==> config.mk <==
export PLATFORM = sky130hd
export DESIGN_NAME = ras_stack_flat
export DESIGN_NICKNAME = d
export VERILOG_FILES = /design/src/rtl/ras_stack_pkg.sv /design/src/rtl/ras_stack_if.sv /design/src/rtl/ras_stack.sv /design/src/flat_wrapper.sv
export SDC_FILE = /design/constraint.sdc
export NUM_CORES = 1
export LEC_CHECK = 0
export ABC_AREA = 1
export BUFFER_PORTS_ARGS = -buffer_cell sky130_fd_sc_hd__buf_2
export CAP_MARGIN = 15
export CORE_AREA = 2 2 97 99
export DETAILED_ROUTE_END_ITERATION = 16
export DIE_AREA = 0 0 99 101
export PLACE_DENSITY = 0.82
export SLEW_MARGIN = 20
export SYNTH_ARGS = -nofsm -noshare
export SYNTH_HDL_FRONTEND = slang
export SYNTH_SLANG_ARGS = --single-unit
export TNS_END_PERCENT = 1
==> constraint.sdc <==
create_clock -name clock -period 4.35 [get_ports clock]
set_input_delay 0.6525 -clock clock [delete_from_list [all_inputs] [get_ports clock]]
set_output_delay 0.6525 -clock clock [all_outputs]
set_load 0.01 [all_outputs]
==> src/rtl/ras_stack_pkg.sv <==
// Shared types for the return-address stack: predecoder update, prediction
// and the decoded per-cycle stack operation.
package ras_stack_pkg;

  localparam int unsigned RasDepth = 4;
  localparam int unsigned AddrW    = 32;

  typedef struct packed {
    logic             push;
    logic             pop;
    logic [AddrW-1:0] ra;
  } ras_update_t;

  typedef struct packed {
    logic             valid;
    logic [AddrW-1:0] ra;
  } ras_predict_t;

  typedef enum logic [1:0] {
    OP_HOLD = 2'd0,
    OP_PUSH = 2'd1,
    OP_POP  = 2'd2,
    OP_SWAP = 2'd3
  } ras_op_e;

endpackage

==> src/rtl/ras_stack_if.sv <==
// Predecoder/BJU-facing bundle of the return-address stack; the stack side
// uses the slave modport.
interface ras_stack_if #(
  parameter int unsigned Depth = ras_stack_pkg::RasDepth
);
  logic                      flush_i;
  ras_stack_pkg::ras_update_t  update_i;
  ras_stack_pkg::ras_predict_t predict_o;
  logic [$clog2(Depth):0]    count_o;
  logic                      overflow_o;
  logic                      underflow_o;

  modport master (
    output flush_i, update_i,
    input  predict_o, count_o, overflow_o, underflow_o
  );

  modport slave (
    input  flush_i, update_i,
    output predict_o, count_o, overflow_o, underflow_o
  );
endinterface

==> src/rtl/ras_stack.sv <==
// Return-address stack: circular flop array with a saturating occupancy count.
// The prediction is read combinationally from the registered top entry.
module ras_stack
  import ras_stack_pkg::*;
#(
  parameter int unsigned Depth = RasDepth,
  localparam int unsigned IdxW = $clog2(Depth)
) (
  input logic        clock,
  input logic        reset,
  ras_stack_if.slave bus
);

  localparam logic [IdxW:0]   CntFull = (IdxW+1)'(Depth);
  localparam logic [IdxW:0]   CntOne  = (IdxW+1)'(1);
  localparam logic [IdxW-1:0] TopOne  = IdxW'(1);

  logic [AddrW-1:0] mem_r [Depth];
  logic [IdxW-1:0]  top_r;
  logic [IdxW:0]    cnt_r;
  logic             overflow_r;
  logic             underflow_r;

  logic [IdxW-1:0]  top_nxt_s;
  logic [IdxW:0]    cnt_nxt_s;
  logic             wr_en_s;
  logic [IdxW-1:0]  wr_idx_s;
  logic             overflow_nxt_s;
  logic             underflow_nxt_s;
  ras_op_e          op_s;

  // Decode the push/pop strobes into a single stack operation.
  always_comb begin
    op_s = OP_HOLD;
    case ({bus.update_i.push, bus.update_i.pop})
      2'b10:   op_s = OP_PUSH;
      2'b01:   op_s = OP_POP;
      2'b11:   op_s = OP_SWAP;
      default: op_s = OP_HOLD;
    endcase
  end

  // Next pointer/count, entry write and event pulses; flush beats any update.
  always_comb begin
    top_nxt_s       = top_r;
    cnt_nxt_s       = cnt_r;
    wr_en_s         = 1'b0;
    wr_idx_s        = top_r;
    overflow_nxt_s  = 1'b0;
    underflow_nxt_s = 1'b0;
    if (bus.flush_i) begin
      top_nxt_s = '0;
      cnt_nxt_s = '0;
    end else begin
      case (op_s)
        OP_SWAP: begin
          // Coroutine switch replaces the top in place; an empty stack gains it.
          wr_en_s = 1'b1;
          if (cnt_r == '0) begin
            cnt_nxt_s = CntOne;
          end else begin
            cnt_nxt_s = cnt_r;
          end
        end
        OP_PUSH: begin
          top_nxt_s = top_r + TopOne;
          wr_idx_s  = top_r + TopOne;
          wr_en_s   = 1'b1;
          if (cnt_r == CntFull) begin
            overflow_nxt_s = 1'b1;
          end else begin
            cnt_nxt_s = cnt_r + CntOne;
          end
        end
        OP_POP: begin
          if (cnt_r == '0) begin
            underflow_nxt_s = 1'b1;
          end else begin
            top_nxt_s = top_r - TopOne;
            cnt_nxt_s = cnt_r - CntOne;
          end
        end
        OP_HOLD: begin
          top_nxt_s = top_r;
        end
        default: begin
          top_nxt_s = top_r;
        end
      endcase
    end
  end

  // Pointer, count and event pulse registers.
  always_ff @(posedge clock) begin
    if (reset) begin
      top_r       <= '0;
      cnt_r       <= '0;
      overflow_r  <= 1'b0;
      underflow_r <= 1'b0;
    end else begin
      top_r       <= top_nxt_s;
      cnt_r       <= cnt_nxt_s;
      overflow_r  <= overflow_nxt_s;
      underflow_r <= underflow_nxt_s;
    end
  end

  // Entry storage is never cleared: stale contents are masked by valid.
  always_ff @(posedge clock) begin
    if (wr_en_s && !reset) begin
      mem_r[wr_idx_s] <= bus.update_i.ra;
    end
  end

  assign bus.predict_o.valid = (cnt_r != '0);
  assign bus.predict_o.ra    = mem_r[top_r];
  assign bus.count_o         = cnt_r;
  assign bus.overflow_o      = overflow_r;
  assign bus.underflow_o     = underflow_r;

endmodule

==> src/flat_wrapper.sv <==
// flat-port wrapper written by rule: the top's interface ports become plain ports
module ras_stack_flat import ras_stack_pkg::*;
#(
  parameter int unsigned Depth = RasDepth,
  localparam int unsigned IdxW = $clog2(Depth)
)
  (clock, reset, bus_flush_i, bus_update_i, bus_predict_o, bus_count_o, bus_overflow_o, bus_underflow_o);
  ras_stack_if #(.Depth(Depth)) bus_i ();
  input logic clock;
  input logic reset;
  input wire logic [$bits(bus_i.flush_i)-1:0] bus_flush_i;
  input wire logic [$bits(bus_i.update_i)-1:0] bus_update_i;
  output wire logic [$bits(bus_i.predict_o)-1:0] bus_predict_o;
  output wire logic [$bits(bus_i.count_o)-1:0] bus_count_o;
  output wire logic [$bits(bus_i.overflow_o)-1:0] bus_overflow_o;
  output wire logic [$bits(bus_i.underflow_o)-1:0] bus_underflow_o;
  assign bus_i.flush_i = bus_flush_i;
  assign bus_i.update_i = bus_update_i;
  assign bus_predict_o = bus_i.predict_o;
  assign bus_count_o = bus_i.count_o;
  assign bus_overflow_o = bus_i.overflow_o;
  assign bus_underflow_o = bus_i.underflow_o;
  ras_stack #(.Depth(Depth)) u_core (.clock(clock), .reset(reset), .bus(bus_i));
endmodule
==> flow_summary.json <==
{
  "worstHoldPathType": "in2reg",
  "r2r_end": "u_core.mem_r[1][29]",
  "num_rows": 35,
  "power.density_nw_per_um2": 479,
  "clk_latency_ns": 0.52,
  "antenna_found_initial": 0,
  "met1Wirelength_mm": 4.23,
  "ir_drop_mv": 0.373,
  "grt_first_pass_wirelength_mm": 15.7,
  "routed-wl-met3_um": 655,
  "grt_pass1_vias": 3276,
  "yosysSeqAreaShare_pct": 76.1,
  "syn_nets": 436,
  "clk_pin_slew_worst_paths_ns": 0.06,
  "yosys.area.top_type_share_pct": 72.7,
  "cts_setup_buffers": 0,
  "grt-ovfl-total": 0,
  "io_buffers": 74,
  "start_kind": "flip-flop",
  "maxSlewHeadroom_pct": 30.4,
  "synth_most_common_cell": "edfxtp_1",
  "drv_slew": 0,
  "area_delta_synth_final_pct": 19.7,
  "fmax_mhz": 326,
  "ctsHoldBuffers": 0,
  "coreArea_um2": 8980,
  "fp.dieH_um": 101,
  "fin_cells": 592,
  "final-hold-violation-count": 0,
  "arrival_ns": 2.41,
  "r2r_slack_ns": 1.84,
  "cap_viol_max_count": 0,
  "yosys_warnings": 0,
  "ff2ff_path_depth": 5,
  "critPathCapture": "bus_predict_o[14]",
  "min_period_over_period_pct": 70.5,
  "seq_area_um2": 4030,
  "chipWidth_um": 99,
  "clk_path_buf_depth": 2,
  "root_buffer": "clkbuf_8",
  "cts_resized": 0,
  "yosysTopAreaCell": "edfxtp_1",
  "netlist_area_um2": 5290,
  "routed_wl_mm": 10.3,
  "synth_seq_cells": 137,
  "crit_required_ns": 3.70,
  "ioPinCount": 75,
  "min_period_ns": 3.07,
  "initial_core_util_pct": 58.9,
  "dp.cells": 560,
  "hpwlAfterDp_mm": 5.80,
  "cts_max_level": 4,
  "wl_met2_mm": 5.31,
  "via_per_inst": 5.70,
  "cp-end-kind": "output pin",
  "worstMarginPinSlew_ns": 1.04,
  "numCtsBuffers": 17,
  "synth_area_leaders": "edfxtp_1 (73%), o21ai_0 (6.3%), nor2_1 (5.7%)",
  "final_layout_size_suffix_gt1_share_pct": 24.5,
  "finalSetupViolations": 0,
  "syn_inst": 392,
  "nets": 512,
  "top_layer_used": "met4",
  "clkSinkCount": 137,
  "ant_nets": 0,
  "status": "complete, no violations",
  "drt_drc_violations_left": 0,
  "leakagePower_nw": 2.32,
  "worstPathMaxFanout": 33,
  "route.vias.total": 3377,
  "groute.usage.overall_pct": 21.0,
  "fill_cells": 592,
  "diodes": 0,
  "hold_depth": 1,
  "multi_input_area_um2": 1140,
  "setup-tns-final_ns": 0,
  "crit_type": "reg2out",
  "die-area_um2": 10000,
  "cts_tree": "built",
  "rsz0062_at_grt": "no",
  "synth_commonest_cells": "edfxtp_1 (128), nor2_1 (80), o21ai_0 (67), o22ai_1 (32), inv_1 (15)",
  "place_congestion": 0.837,
  "drt_pre_antenna_iters": 6,
  "worstReg2RegStart": "u_core.top_r[0]",
  "wire_per_inst_um": 17.5,
  "async_reset_ff_share_pct": 0,
  "yosysUniqueCellTypes": 25,
  "drtIter0Drc": 140,
  "clock_skew_ns": 0.0112,
  "ys.flop_type": "edfxtp_1",
  "synth_edf_count": 128,
  "grt_max_degree": 65,
  "syn_avg_cell_area_um2": 13.5
}
==> area by class of cell <==
cell class | count | share of cell area [%]
sequential | 137 | 63.6
multi-input combinational | 220 | 18.1
clock buffer | 19 | 6.66
timing repair buffer | 76 | 6.09
clock inverter | 13 | 2.43
tap | 111 | 2.19
inverter | 16 | 0.988
==> per-stage QoR <==
step / power [W] / area, um2 / util [%] / worst slack [ns] / hold WS [ns]
after floorplan: 0.00160 / 5290 / - / 1.16 / 0.535
after global placement: 0.00167 / 5760 / 64.1 / 1.25 / 0.531
after detailed placement: 0.00168 / 5760 / 64.1 / 1.06 / 0.536
after CTS: 0.00304 / 6330 / 70.5 / 1.24 / 0.339
after global routing: 0.00312 / 6330 / 70.5 / 1.11 / 0.334
final: 0.00303 / 6330 / 70.5 / 1.28 / 0.344
==> state kept, by name, indices dropped and copies added (netlist names), named ones only <==
| register | flops |
|---|---|
| u_core.bus.overflow_o | 1 |
| u_core.mem_r | 128 |
| u_core.bus.count_o | 3 |
| u_core.top_r | 2 |
| u_core.bus.underflow_o | 1 |
==> worst min-delay path by stage <==
stage | start | end | slack, ns
6_report | bus_update_i[3] | u_core.mem_r[2][3] | 0.34
5_1_grt | bus_update_i[14] | u_core.mem_r[0][14] | 0.33
4_1_cts | bus_update_i[5] | u_core.mem_r[2][5] | 0.34
3_5_place_dp | u_core.bus.count_o[2] | u_core.bus.count_o[2] | 0.54
3_3_place_gp | u_core.bus.count_o[2] | u_core.bus.count_o[2] | 0.53
2_1_floorplan | u_core.bus.count_o[2] | u_core.bus.overflow_o | 0.53
==> placed cells by master, fill, tap and decap left out <==
master      netlist  routed
ha_1              7       7
buf_4             1       2
or2_1             1       1
inv_4             1       1
edfxtp_1        128     128
o21bai_1          1       1
clkbuf_8          0       1
dfxtp_1           9       8
xor2_1            3       3
o21ai_1           4       4
nand2_1          13      13
clkinv_1          0       1
xnor2_1           1       1
clkinv_4          0       2
a21oi_2           1       1
clkinvlp_4        0       3
inv_1            15      15
dfxtp_2           0       1
clkinv_2          0       4
bufinv_16         0       3
nand2_2           3       3
clkbuf_1          7       2
clkbuf_16         0      16
o21ai_2           1       1
a21oi_1           2       2
nor2_2            1       1
o21ai_0          67      67
nor2_1           80      76
o22ai_1          32      32
nand3_1           2       2
nor2_4            1       5
buf_2            10      74
==> cells by family (layout without fill, tap and decap cells) <==
logic type	Yosys count	after routing	synth area share (%)
DFF	137	137	76.1
adders and majority gates	7	7	1.66
xor gates and xnor gates	4	4	0.662
AOI/OAI and AO/OA	108	108	11.2
and+or+nand+nor	101	101	7.59
buffers and inverters	35	124	2.86
==> per-layer routing <==
| metal | track usage (%) | vias up |
|---|---|---|
| met1 | 24.9 | 1645 |
| met5 | 0 | - |
| met4 | 11.0 | 0 |
| met2 | 35.4 | 134 |
| li1 | - | 1583 |
| met3 | 5.69 | 15 |
==> power breakdown <==
group / internal, W / switching (W) / total [W]
clock network: 0.000867 / 0.000518 / 0.00138
logic: 0.0000623 / 0.000115 / 0.000177
registers: 0.00146 / 0.00000994 / 0.00147
==> critical path: stages, from the launching register on <==
cell     delay (ns)
dfxtp_1        0.30
buf_4          0.24
inv_1          0.68
o21ai_0        0.27
o22ai_1        0.22
buf_2          0.17
Note: power is estimated with default switching activity, not from simulation.
